File: src/rtl/fetch_stage.sv
// Instruction fetch stage: PC sequencing, redirect handling across memory wait
// states, a one-entry hold buffer for stalls, and the IF/ID pipeline register.
module fetch_stage #(
  parameter logic [31:0] RESET_PC  = 32'h0000_0000,
  parameter logic [31:0] NOP_INSTR = 32'h0000_0000
) (
  input  logic        i_clk,
  input  logic        i_nrst,
  input  logic        i_con_stall,
  input  logic        i_con_flush,
  input  logic [1:0]  i_con_jump,
  input  logic [31:0] i_addr_jump,
  input  logic [31:0] i_data_jr,
  input  logic        i_con_branch,
  input  logic [31:0] i_addr_branch,
  output logic [31:0] o_addr_imem,
  output logic        o_con_imemreq,
  input  logic        i_con_imemack,
  input  logic [31:0] i_data_imem,
  output logic [31:0] o_addr_pc4,
  output logic [31:0] o_data_instr,
  output logic        o_con_valid
);

  typedef enum logic [1:0] {
    ST_IDLE  = 2'b00,
    ST_FETCH = 2'b01,
    ST_HOLD  = 2'b10
  } state_t;

  state_t      state_q, state_d;
  logic [31:0] pc_q, pc_d;
  logic        pend_valid_q, pend_valid_d;
  logic [31:0] pend_addr_q, pend_addr_d;
  logic [31:0] buf_q, buf_d;
  logic [31:0] pc4_q, pc4_d;
  logic [31:0] instr_q, instr_d;
  logic        valid_q, valid_d;

  logic        redir_s;
  logic [31:0] target_s;
  logic [31:0] pc_plus4_s;
  logic        deliver_s;
  logic [31:0] deliver_data_s;

  assign pc_plus4_s    = pc_q + 32'd4;
  assign o_con_imemreq = (state_q == ST_FETCH);
  assign o_addr_imem   = pc_q;
  assign o_addr_pc4    = pc4_q;
  assign o_data_instr  = instr_q;
  assign o_con_valid   = valid_q;

  // Redirect select: branch beats jump; jump code 11 is inert.
  always_comb begin
    redir_s  = 1'b0;
    target_s = 32'h0000_0000;
    if (i_con_branch) begin
      redir_s  = 1'b1;
      target_s = i_addr_branch;
    end else if (i_con_jump == 2'b01) begin
      redir_s  = 1'b1;
      target_s = i_addr_jump;
    end else if (i_con_jump == 2'b10) begin
      redir_s  = 1'b1;
      target_s = i_data_jr;
    end else begin
      redir_s  = 1'b0;
      target_s = 32'h0000_0000;
    end
  end

  // Next-state logic for the FSM, PC, pending redirect and hold buffer.
  always_comb begin
    state_d        = state_q;
    pc_d           = pc_q;
    pend_valid_d   = pend_valid_q;
    pend_addr_d    = pend_addr_q;
    buf_d          = buf_q;
    deliver_s      = 1'b0;
    deliver_data_s = NOP_INSTR;
    case (state_q)
      ST_IDLE: begin
        state_d = ST_FETCH;
      end
      ST_FETCH: begin
        if (i_con_imemack) begin
          if (redir_s || pend_valid_q) begin
            // Acked word belongs to the wrong path; the live redirect is newer than pending.
            pc_d         = redir_s ? target_s : pend_addr_q;
            pend_valid_d = 1'b0;
            pend_addr_d  = 32'h0000_0000;
          end else if (!i_con_stall) begin
            deliver_s      = 1'b1;
            deliver_data_s = i_data_imem;
            pc_d           = pc_plus4_s;
          end else begin
            buf_d   = i_data_imem;
            state_d = ST_HOLD;
          end
        end else if (redir_s) begin
          pend_valid_d = 1'b1;
          pend_addr_d  = target_s;
        end else begin
          pend_valid_d = pend_valid_q;
        end
      end
      ST_HOLD: begin
        if (redir_s) begin
          pc_d    = target_s;
          state_d = ST_FETCH;
        end else if (!i_con_stall) begin
          deliver_s      = 1'b1;
          deliver_data_s = buf_q;
          pc_d           = pc_plus4_s;
          state_d        = ST_FETCH;
        end else begin
          state_d = ST_HOLD;
        end
      end
      default: begin
        state_d = ST_IDLE;
      end
    endcase
  end

  // IF/ID register next value: flush > stall > delivery > bubble.
  always_comb begin
    pc4_d   = 32'h0000_0000;
    instr_d = NOP_INSTR;
    valid_d = 1'b0;
    if (i_con_flush) begin
      pc4_d   = 32'h0000_0000;
      instr_d = NOP_INSTR;
      valid_d = 1'b0;
    end else if (i_con_stall) begin
      pc4_d   = pc4_q;
      instr_d = instr_q;
      valid_d = valid_q;
    end else if (deliver_s) begin
      pc4_d   = pc_plus4_s;
      instr_d = deliver_data_s;
      valid_d = 1'b1;
    end else begin
      pc4_d   = 32'h0000_0000;
      instr_d = NOP_INSTR;
      valid_d = 1'b0;
    end
  end

  // State registers with asynchronous active-low reset.
  always_ff @(posedge i_clk or negedge i_nrst) begin
    if (!i_nrst) begin
      state_q      <= ST_IDLE;
      pc_q         <= RESET_PC;
      pend_valid_q <= 1'b0;
      pend_addr_q  <= 32'h0000_0000;
      buf_q        <= 32'h0000_0000;
      pc4_q        <= 32'h0000_0000;
      instr_q      <= NOP_INSTR;
      valid_q      <= 1'b0;
    end else begin
      state_q      <= state_d;
      pc_q         <= pc_d;
      pend_valid_q <= pend_valid_d;
      pend_addr_q  <= pend_addr_d;
      buf_q        <= buf_d;
      pc4_q        <= pc4_d;
      instr_q      <= instr_d;
      valid_q      <= valid_d;
    end
  end

endmodule

File: config.mk
export PLATFORM = sky130hd
export DESIGN_NAME = fetch_stage
export DESIGN_NICKNAME = d
export VERILOG_FILES = /design/src/rtl/fetch_stage.sv
export SDC_FILE = /design/constraint.sdc
export NUM_CORES = 1
export LEC_CHECK = 0
export ABC_AREA = 1
export CORE_ASPECT_RATIO = 0.5
export CORE_MARGIN = 3
export CORE_UTILIZATION = 63
export DETAILED_ROUTE_END_ITERATION = 10
export DONT_BUFFER_PORTS = 1
export MAX_ROUTING_LAYER = met4
export PLACE_DENSITY_LB_ADDON = 0.3
export REMOVE_ABC_BUFFERS = 1
export SYNTH_ARGS = -nofsm -noshare
export SYNTH_HDL_FRONTEND = slang
export SYNTH_SLANG_ARGS = --single-unit
File: constraint.sdc
create_clock -name i_clk -period 2.7 [get_ports i_clk]
set_clock_uncertainty 0.2 [all_clocks]
set_input_delay 0.54 -clock i_clk [delete_from_list [all_inputs] [get_ports i_clk]]
set_output_delay 0.54 -clock i_clk [all_outputs]
set_load 0.01 [all_outputs]
=== Yosys cells after proc, flatten, opt, wreduce, memory -nomap -nowiden ===
Cells that the tools add are included.

* Mux-type cells: 41
* Add/subtract/negate cells: 1
* Reductions and logical operators: 9
* Eq/ne operators: 9
* Bitwise operators: 1

{| class="wikitable"
|+ Operator list
! operator !! count
|-
| $mux 32 || 19
|-
| $pmux 32 s2 || 2
|-
| $add 32x3->32 const B || 1
|-
| $mux 1 || 13
|-
| $mux 2 || 5
|-
| $ne 2x1->1 const B || 3
|-
| $pmux 2 s3 || 1
|-
| $reduce_and 3->1 || 2
|-
| $eq 2x1->1 const B || 2
|-
| $eq 2x2->1 const B || 2
|-
| $ne 2x2->1 const B || 2
|-
| $reduce_and 2->1 || 2
|-
| $reduce_and 4->1 || 1
|-
| $reduce_bool 2->1 || 2
|-
| $logic_not 2->1 || 1
|-
| $pmux 1 s2 || 1
|-
| $logic_or 1x1->1 || 1
|-
| $not 1->1 || 1
|}

* Register bits after elaboration: 164
* Input bits: 136

=== Longest topological paths before layout ===
Gate-level depths: netlist of the first run.

* Depth after elaboration: 11
* Gate-level depth with buffers: 12

=== Worst setup path before layout of the first run ===
Ideal clock, no wire load.

* Kind: input port to flip-flop
* Start: input port i_con_jump[0]
* End: register pc4_q[11], in the netlist o_addr_pc4[11]
* Buffers on the path: 2
* Arrival: 1.888 ns
* Path slack: 0.538 ns
* Stages on the path: 10
* Cell sequence: inv_1 ha_1 nand2_8 nor2_8 nand3_4 a21boi_4 inv_2 buf_6 buf_6 o21ai_2

* Word-level cells in the longest chain between the ends: 11

{| class="wikitable"
|+ Ends and longest elaborated chain
! what !! RTL line !! source
|-
| start: declaration || 11 || <nowiki>input logic [1:0] i_con_jump,</nowiki>
|-
| $eq 2x2->1 || 63 || <nowiki>end else if (i_con_jump == 2'b10) begin</nowiki>
|-
| $mux 1 || 63 ||
|-
| $mux 1 (*) || 60 || <nowiki>end else if (i_con_jump == 2'b01) begin</nowiki>
|-
| $mux 1 (*) || 57 || <nowiki>if (i_con_branch) begin</nowiki>
|-
| $logic_or 1x1->1 || 87 || <nowiki>if (redir_s || pend_valid_q) begin</nowiki>
|-
| $mux 1 || 87 ||
|-
| $mux 1 || 86 || <nowiki>if (i_con_imemack) begin</nowiki>
|-
| $pmux 1 s2 (*) || 81 || <nowiki>case (state_q)</nowiki>
|-
| $mux 32 (*) || 139 || <nowiki>end else if (deliver_s) begin</nowiki>
|-
| $mux 32 (*) || 135 || <nowiki>end else if (i_con_stall) begin</nowiki>
|-
| $mux 32 (*) || 131 || <nowiki>if (i_con_flush) begin</nowiki>
|-
| end signal: assignment || 167 || <nowiki>pc4_q <= pc4_d;</nowiki>
|-
| end: declaration || 36 || <nowiki>logic [31:0] pc4_q, pc4_d;</nowiki>
|}

Every way passes the cells marked *; elsewhere a longest branch is shown, timed or not. The select of a mux whose other input is x is not followed.
A chain may end at the register's enable or synchronous reset.

=== Worst setup path after layout of the first run ===
* Start: register state_q[1]
* End: register pend_addr_q[5]

* Word-level cells in the longest chain between the ends: 2

{| class="wikitable"
|+ Ends and longest elaborated chain
! what !! RTL line !! source
|-
| start: declaration || 31 || <nowiki>state_t state_q, state_d;</nowiki>
|-
| start signal: assignment || 162 || <nowiki>state_q <= state_d;</nowiki>
|-
| $eq 2x1->1 || -- ||
|-
| net o_con_imemreq || 17 || <nowiki>output logic o_con_imemreq,</nowiki>
|-
| $reduce_and 2->1 (no source line) || -- ||
|-
| end signal: assignment || 165 || <nowiki>pend_addr_q <= pend_addr_d;</nowiki>
|-
| end: declaration || 34 || <nowiki>logic [31:0] pend_addr_q, pend_addr_d;</nowiki>
|}

The timed path passes the listed nets, and every way through them passes these cells.

==> results.yml, run 1 <==
power_and_ir_drop:
  peakVddDrop_mv: 0.662
  switchingPower_mw: 4.43
  sequentialPowerShare_pct: 40.4
  power_frac_clock_pct: 24.6
  swShare_pct: 43.7
  p_per_area_nw_per_um2: 1010
  pwr-share-comb_pct: 35.0
  p_leak_nw: 4.91
  internal-power_mw: 5.72
  totalPowerFinal_mw: 10.2
die:
  core_area_sq_um: 14000
  dieArea_sq_um: 16300
  start_util_pct: 66.4
  fp.dieH_um: 91.8
  num_rows: 30
  io-pin-count: 234
  die_w_um: 178
placed_design:
  pre_cts_ws_ps: 117
  gp_congestion: 0.914
  io_buffers: 0
  placed_area_sq_um: 9420
  placed_cells: 1411
  hpwl_mm: 18.9
drt:
  num_vias: 8739
  drcViolationCount: 0
  routed_wl_mm: 27.4
  routed_via_density: 6.05
  first_pass_iters: 5
  drtIter0Drc: 1082
  wire_per_inst_um: 19.0
  final_antenna_net_count: 0
critical_path:
  cp_data_arrival_time_ps: 2570
  r2r-start: "state_q[1]"
  crit_type: "reg -> reg"
  worstPathRequired_ps: 2800
  worstSetupStartpoint: "state_q[1]"
  start_kind: "register"
  critPathCaptureType: "register"
  cp_max_fo: 29
synthesis:
  synthSimpleGateAreaFrac_pct: 27.2
  syn_avg_cell_area_sq_um: 7.33
  yosys_register_bits: 164
  syn_area_sq_um: 9270
  synthAdderAreaFrac_pct: 0.945
  synth-xor-area-share_pct: 0.378
  synth_top_family_by_area: "simple AND/OR/NAND/NOR gates"
  synth_cell_types: 35
  yosysWarnings: 0
  synth-compound-area-share_pct: 20.5
  muxShareOfSynthArea_pct: 0.108
  ys_seq_area_share_pct: 44.3
  syn_inst: 1265
finish:
  design_area_sq_um: 10000
  synthToLayoutAreaGrowth_pct: 8.30
  drive_above_1_share_pct: 7.43
  final_nets: 1381
  post-route-util_pct: 71.9
  fin_cells: 1445
timing:
  finalHoldViolations: 164
  finalMaxSlewViolations: 0
  fmax_mhz: 405
  worst_pin_slew_ps: 1070
  setup_violations: 0
  fin_crit_ps: 2470
  finalCritPeriodShare_pct: 91.5
  rsz0062_at_grt: "false"
  relSlewSlack_pct: 28.8
  fin_hold_ws_ps: -400
  setup_slack_ps: 229
run:
  maxCapViolCount: 0
clock_network:
  cts_tree: "built"
  post_cts_buffers: 0
  clkSinkCount: 164
  clk_pin_slew_ps: 70
  htree_levels: 4
  numCtsBuffers: 17
  ctsRootBufferMaster: "clkbuf_16"
  cts_buffer_depth: 2
  clk_latency_ps: 430
grt:
  gr-total-overflow: 0
  grt_pass1_wl_mm: 43.3
  antenna_found_initial: 2
  track_usage_pct: 34.4
  grt_max_degree: 165
  first_global_vias: 8328
status:
  status: "finished with violations"
  violations: "hold timing"
worst_hold_path:
  hp-class: "in -> async"
placed cells by master, fill, tap and decap left out, types with 3 or more instances in the layout:
cell / synthesis / layout
nor2_2: 4 / 4
nand2_1: 434 / 434
a21o_1: 17 / 17
inv_8: 0 / 4
buf_12: 0 / 3
ha_1: 7 / 7
nor2_1: 89 / 88
o21ai_2: 10 / 10
clkinv_8: 0 / 4
a22o_1: 18 / 18
a21oi_1: 117 / 117
inv_2: 4 / 4
or2_2: 12 / 12
nand3_1: 73 / 73
inv_1: 72 / 72
buf_4: 0 / 21
dfrtp_1: 164 / 164
a22oi_1: 45 / 45
clkbuf_16: 0 / 17
inv_6: 1 / 4
o21ai_0: 107 / 107
layer usage:
layer | track usage, % | up-vias | part of all wire (%) | wire length [um]
li1 | - | 4116 | - | -
met1 | 46.6 | 4112 | 42 | 11600
met2 | 51.3 | 476 | 44 | 12000
met3 | 10.4 | 35 | 12 | 3360
met4 | 8.16 | 0 | 1.4 | 394
met5 | - | - | 0 | 0
stage by stage:
step / TNS [ps] / hold slack (ps)
2_1_floorplan: -57310 / 44.4
3_3_place_gp: 0 / 49.2
3_5_place_dp: 0 / 49.6
4_1_cts: 0 / -405
5_1_grt: 0 / -419
6_report: 0 / -400
worst max-delay path, cell delays in order (launching register included):
cell     delay, ps
dfrtp_1        420
inv_1          130
ha_1           370
inv_1          160
nor2_2         270
inv_1          120
o21ai_2        130
inv_2          270
a22o_1         290
area by class of cell:
type                            count  area, sq um
Timing Repair Buffer               24          218
Multi-Input combinational cell    953         4560
Antenna cell                        2         5.00
Clock inverter                     15          186
Inverter                           78          298
Tap cell                          192          240
Clock buffer                       17          425
Sequential cell                   164         4100
Fill cell                        1099         3930
registers in the layout, indices dropped and copies added, names as in the netlist:
| signal | cells |
|---|---|
| state_q | 2 |
| pend_addr_q | 32 |
| o_addr_imem | 32 |
| o_data_instr | 32 |
| pend_valid_q | 1 |
| buf_q | 32 |
| o_addr_pc4 | 32 |
| o_con_valid | 1 |
cells in the mapped netlist (all sizes together):
| cell type | count | share of area, % |
|---|---|---|
| nand2 | 435 | 18 |
| dfrtp | 164 | 44 |
| o21ai | 119 | 6.8 |
| a21oi | 117 | 6.3 |
| nor2 | 95 | 4.3 |
| inv | 77 | 3.2 |
| nand3 | 74 | 4.1 |
| a22oi | 45 | 3.6 |
| clkbuf | 41 | 1.7 |
| buf | 29 | 1.7 |
| a22o | 18 | 1.7 |
| a21o | 17 | 1.4 |
| or2 | 12 | 0.81 |
| ha | 7 | 0.95 |
| a21boi | 3 | 0.36 |
| nor3 | 2 | 0.11 |
| xnor2 | 2 | 0.19 |
| xor2 | 2 | 0.19 |
| and2 | 1 | 0.068 |
| clkinv | 1 | 0.040 |
| mux2i | 1 | 0.11 |
| o211ai | 1 | 0.081 |
| o21bai | 1 | 0.081 |
| o22ai | 1 | 0.068 |
logic make-up (layout without fill, tap and decap cells):
| group | after synthesis | after routing |
|---|---|---|
| other | 0 | 2 |
| and+or+nand+nor | 619 | 619 |
| muxes | 1 | 1 |
| xor gates and xnor gates | 4 | 4 |
| buffers and inverters | 148 | 134 |
| AOI/OAI and AO/OA | 322 | 322 |
| DFF | 164 | 164 |
| adders and majority gates | 7 | 7 |
worst paths after layout:
path                                    end  slack (ps)  depth (start not counted)
min                        o_data_instr[18]        -400                          0
max                          pend_addr_q[5]         230                          8
max reg2reg                  pend_addr_q[5]         230                          8
max in group asynchronous    o_addr_imem[0]        2460                          0
min reg2reg                        buf_q[2]         270                          2
min in group i_clk                 buf_q[4]          30                          2
what timing repair did:
| item | in CTS | in global routing |
|---|---|---|
| resized for setup | 0 | 0 |
| setup endpoints to repair | 0 | 0 |
| endpoints found under the hold margin | 164 | 164 |
power groups by stage:
stage | logic [mW] | clock network [mW] | registers, mW
3_3_place_gp | 3.32 | 0 | 4.06
4_1_cts | 3.49 | 2.51 | 4.08
5_1_grt | 4.03 | 2.62 | 4.18
6_report | 3.55 | 2.49 | 4.11
2_1_floorplan | 2.48 | 0 | 3.87
3_5_place_dp | 3.45 | 0 | 4.12
Note: power is estimated with default switching activity, not from simulation.
==> run 2, diff against run 1 <==
- CELL_PAD_IN_SITES_DETAIL_PLACEMENT: not set -> 0
- CELL_PAD_IN_SITES_GLOBAL_PLACEMENT: not set -> 1
- CORE_UTILIZATION: 63 -> 46
==> run 2 against run 1 <==
The flow still finishes with violations (hold timing). Design area is 1.4% higher. Non-clock buffer count is 4 higher. Clock power is 3% higher. Hold slack worse by 5.6 ps. Via count is 2.4% lower. Core utilization is 20 points lower. Setup slack better by 92 ps. Critical endpoint is now o_addr_imem[0]. Largest cell class unchanged.
==> results.yml, run 2 (synthesis gave the netlist of run 1 again) <==
clock_network:
  cts_tree: "built"
  clkSinkCount: 164
  post_cts_buffers: 0
  numCtsBuffers: 17
  clk_pin_slew_ps: 70
  holdBufCountCts: 1
  ctsRootBufferMaster: "clkbuf_16"
  htree_levels: 4
  post_cts_resized: 0
  clk_latency_ps: 430
  cts_buffer_depth: 2
drt:
  wl_met1_mm: 13.6
  wire_per_inst_um: 18.8
  routed_wl_mm: 28.6
  drcViolationCount: 0
  num_vias: 8533
  dr_wl_met2_mm: 12.3
  top_layer_used: "met4"
  drtIter0Drc: 718
  routed_via_density: 5.61
  wl_met3_mm: 2.35
  first_pass_iters: 6
  final_antenna_net_count: 0
finish:
  fin_cells: 1521
  post-route-util_pct: 51.9
  synthToLayoutAreaGrowth_pct: 9.83
  diodes: 0
  final_nets: 1385
  final_common_cell: "nand2_1"
  fillCellCount: 1915
  drive_above_1_share_pct: 7.49
  final_cell_mix: "434 x nand2_1, 164 x dfrtp_1, 117 x a21oi_1"
timing:
  fin_crit_ps: 2380
  setup_violations: 0
  relSlewSlack_pct: 38.8
  worst_pin_slew_ps: 918
  finalMaxSlewViolations: 0
  rsz0062_at_grt: "false"
  finalHoldViolations: 164
  finalCritPeriodShare_pct: 88.1
  fin_hold_ws_ps: -405
  finalSetupTns_ps: 0
  fmax_mhz: 420
critical_path:
  cp_data_arrival_time_ps: 2560
  worstSetupStartpoint: "state_q[1]"
  rrSetupSlack_ps: 320
  cp_cell_sequence: "inv_1 > ha_1 > inv_1 > nor2_2 > nor2_2 > inv_2 > nor2_1 > inv_1 > nand2_1 > nand2_1"
  slowest_delay_ps: 400
  start_kind: "register"
  path_buf_inv: 4
  cp_top_family: "buffers and inverters"
  cp_common_cell: "inv_1"
  crit_type: "reg -> reg"
  critPathCaptureType: "register"
  r2r-start: "state_q[1]"
  cp_max_fo: 26
  cp_slowest_cell: "dfrtp_1"
  worstPathRequired_ps: 2880
die:
  die_w_um: 207
  core_area_sq_um: 19600
  io-pin-count: 234
  start_util_pct: 47.3
  fp.dieH_um: 106
  num_rows: 36
  dieArea_sq_um: 22000
grt:
  grt_max_degree: 165
  grt_pass1_wl_mm: 44.8
  track_usage_pct: 27.0
  first_global_vias: 7865
  antenna_found_initial: 0
  gr-total-overflow: 0
placed_design:
  io_buffers: 0
  hpwl_mm: 19.9
  placed_cells: 1488
  gp_congestion: 0.880
power_and_ir_drop:
  p_per_area_nw_per_um2: 1000
  peakVddDrop_mv: 0.461
  p_leak_nw: 4.94
status:
  violations: "hold timing"
  status: "finished with violations"
worst_hold_path:
  hp-class: "in -> async"
run:
  maxCapViolCount: 0
run 2: changes by cell type in the layout (fill, tap and decap cells not counted), sizes merged, moves of 2 or more:
cell | before | now
buf | 24 | 27
inv | 84 | 81
clkbuf | 17 | 19
diode | 2 | 0
bufinv | 1 | 3
run 2: path summary, 6_finish.rpt:
path,depth (start not counted),endpoint
setup / recovery,10,o_addr_imem[0]
hold / removal,0,o_data_instr[26]
setup reg to reg,10,o_addr_imem[0]
hold reg to reg,2,buf_q[18]
max in group asynchronous,0,pend_addr_q[3]
min in group i_clk,2,buf_q[24]
run 2: report_power, final:
| group | switching [mW] | total [mW] | internal [mW] |
|---|---|---|---|
| Clock | 1.09 | 2.56 | 1.48 |
| Sequential | 0.904 | 4.09 | 3.19 |
| Combinational | 2.32 | 3.52 | 1.20 |
run 2: through the flow:
| stage | total power, mW | worst slack, ps | hold slack [ps] | instance area (sq um) |
|---|---|---|---|---|
| after floorplan | 6.35 | -804 | 44.4 | 8950 |
| after global placement | 7.51 | 152 | 48.0 | 9560 |
| after detailed placement | 7.62 | 20.2 | 48.4 | 9560 |
| after CTS | 10.2 | 296 | -424 | 10200 |
| after global routing | 10.9 | 151 | -432 | 10200 |
| final | 10.2 | 321 | -405 | 10200 |
run 2: layout make-up:
| class | instances | area, sq um | area share (%) |
|---|---|---|---|
| timing repair buffer | 28 | 275 | 2.70 |
| clock inverter | 13 | 175 | 1.72 |
| multi-input combinational | 953 | 4560 | 44.8 |
| inverter | 78 | 298 | 2.93 |
| sequential | 164 | 4100 | 40.3 |
| tap | 266 | 333 | 3.27 |
| clock buffer | 19 | 433 | 4.25 |
run 2: layer usage:
metal | GRT usage (%) | vias to the layer above
met2 | 37.9 | 336
met5 | - | -
li1 | - | 4119
met1 | 39.9 | 4051
met3 | 6.21 | 27
met4 | 5.72 | 0
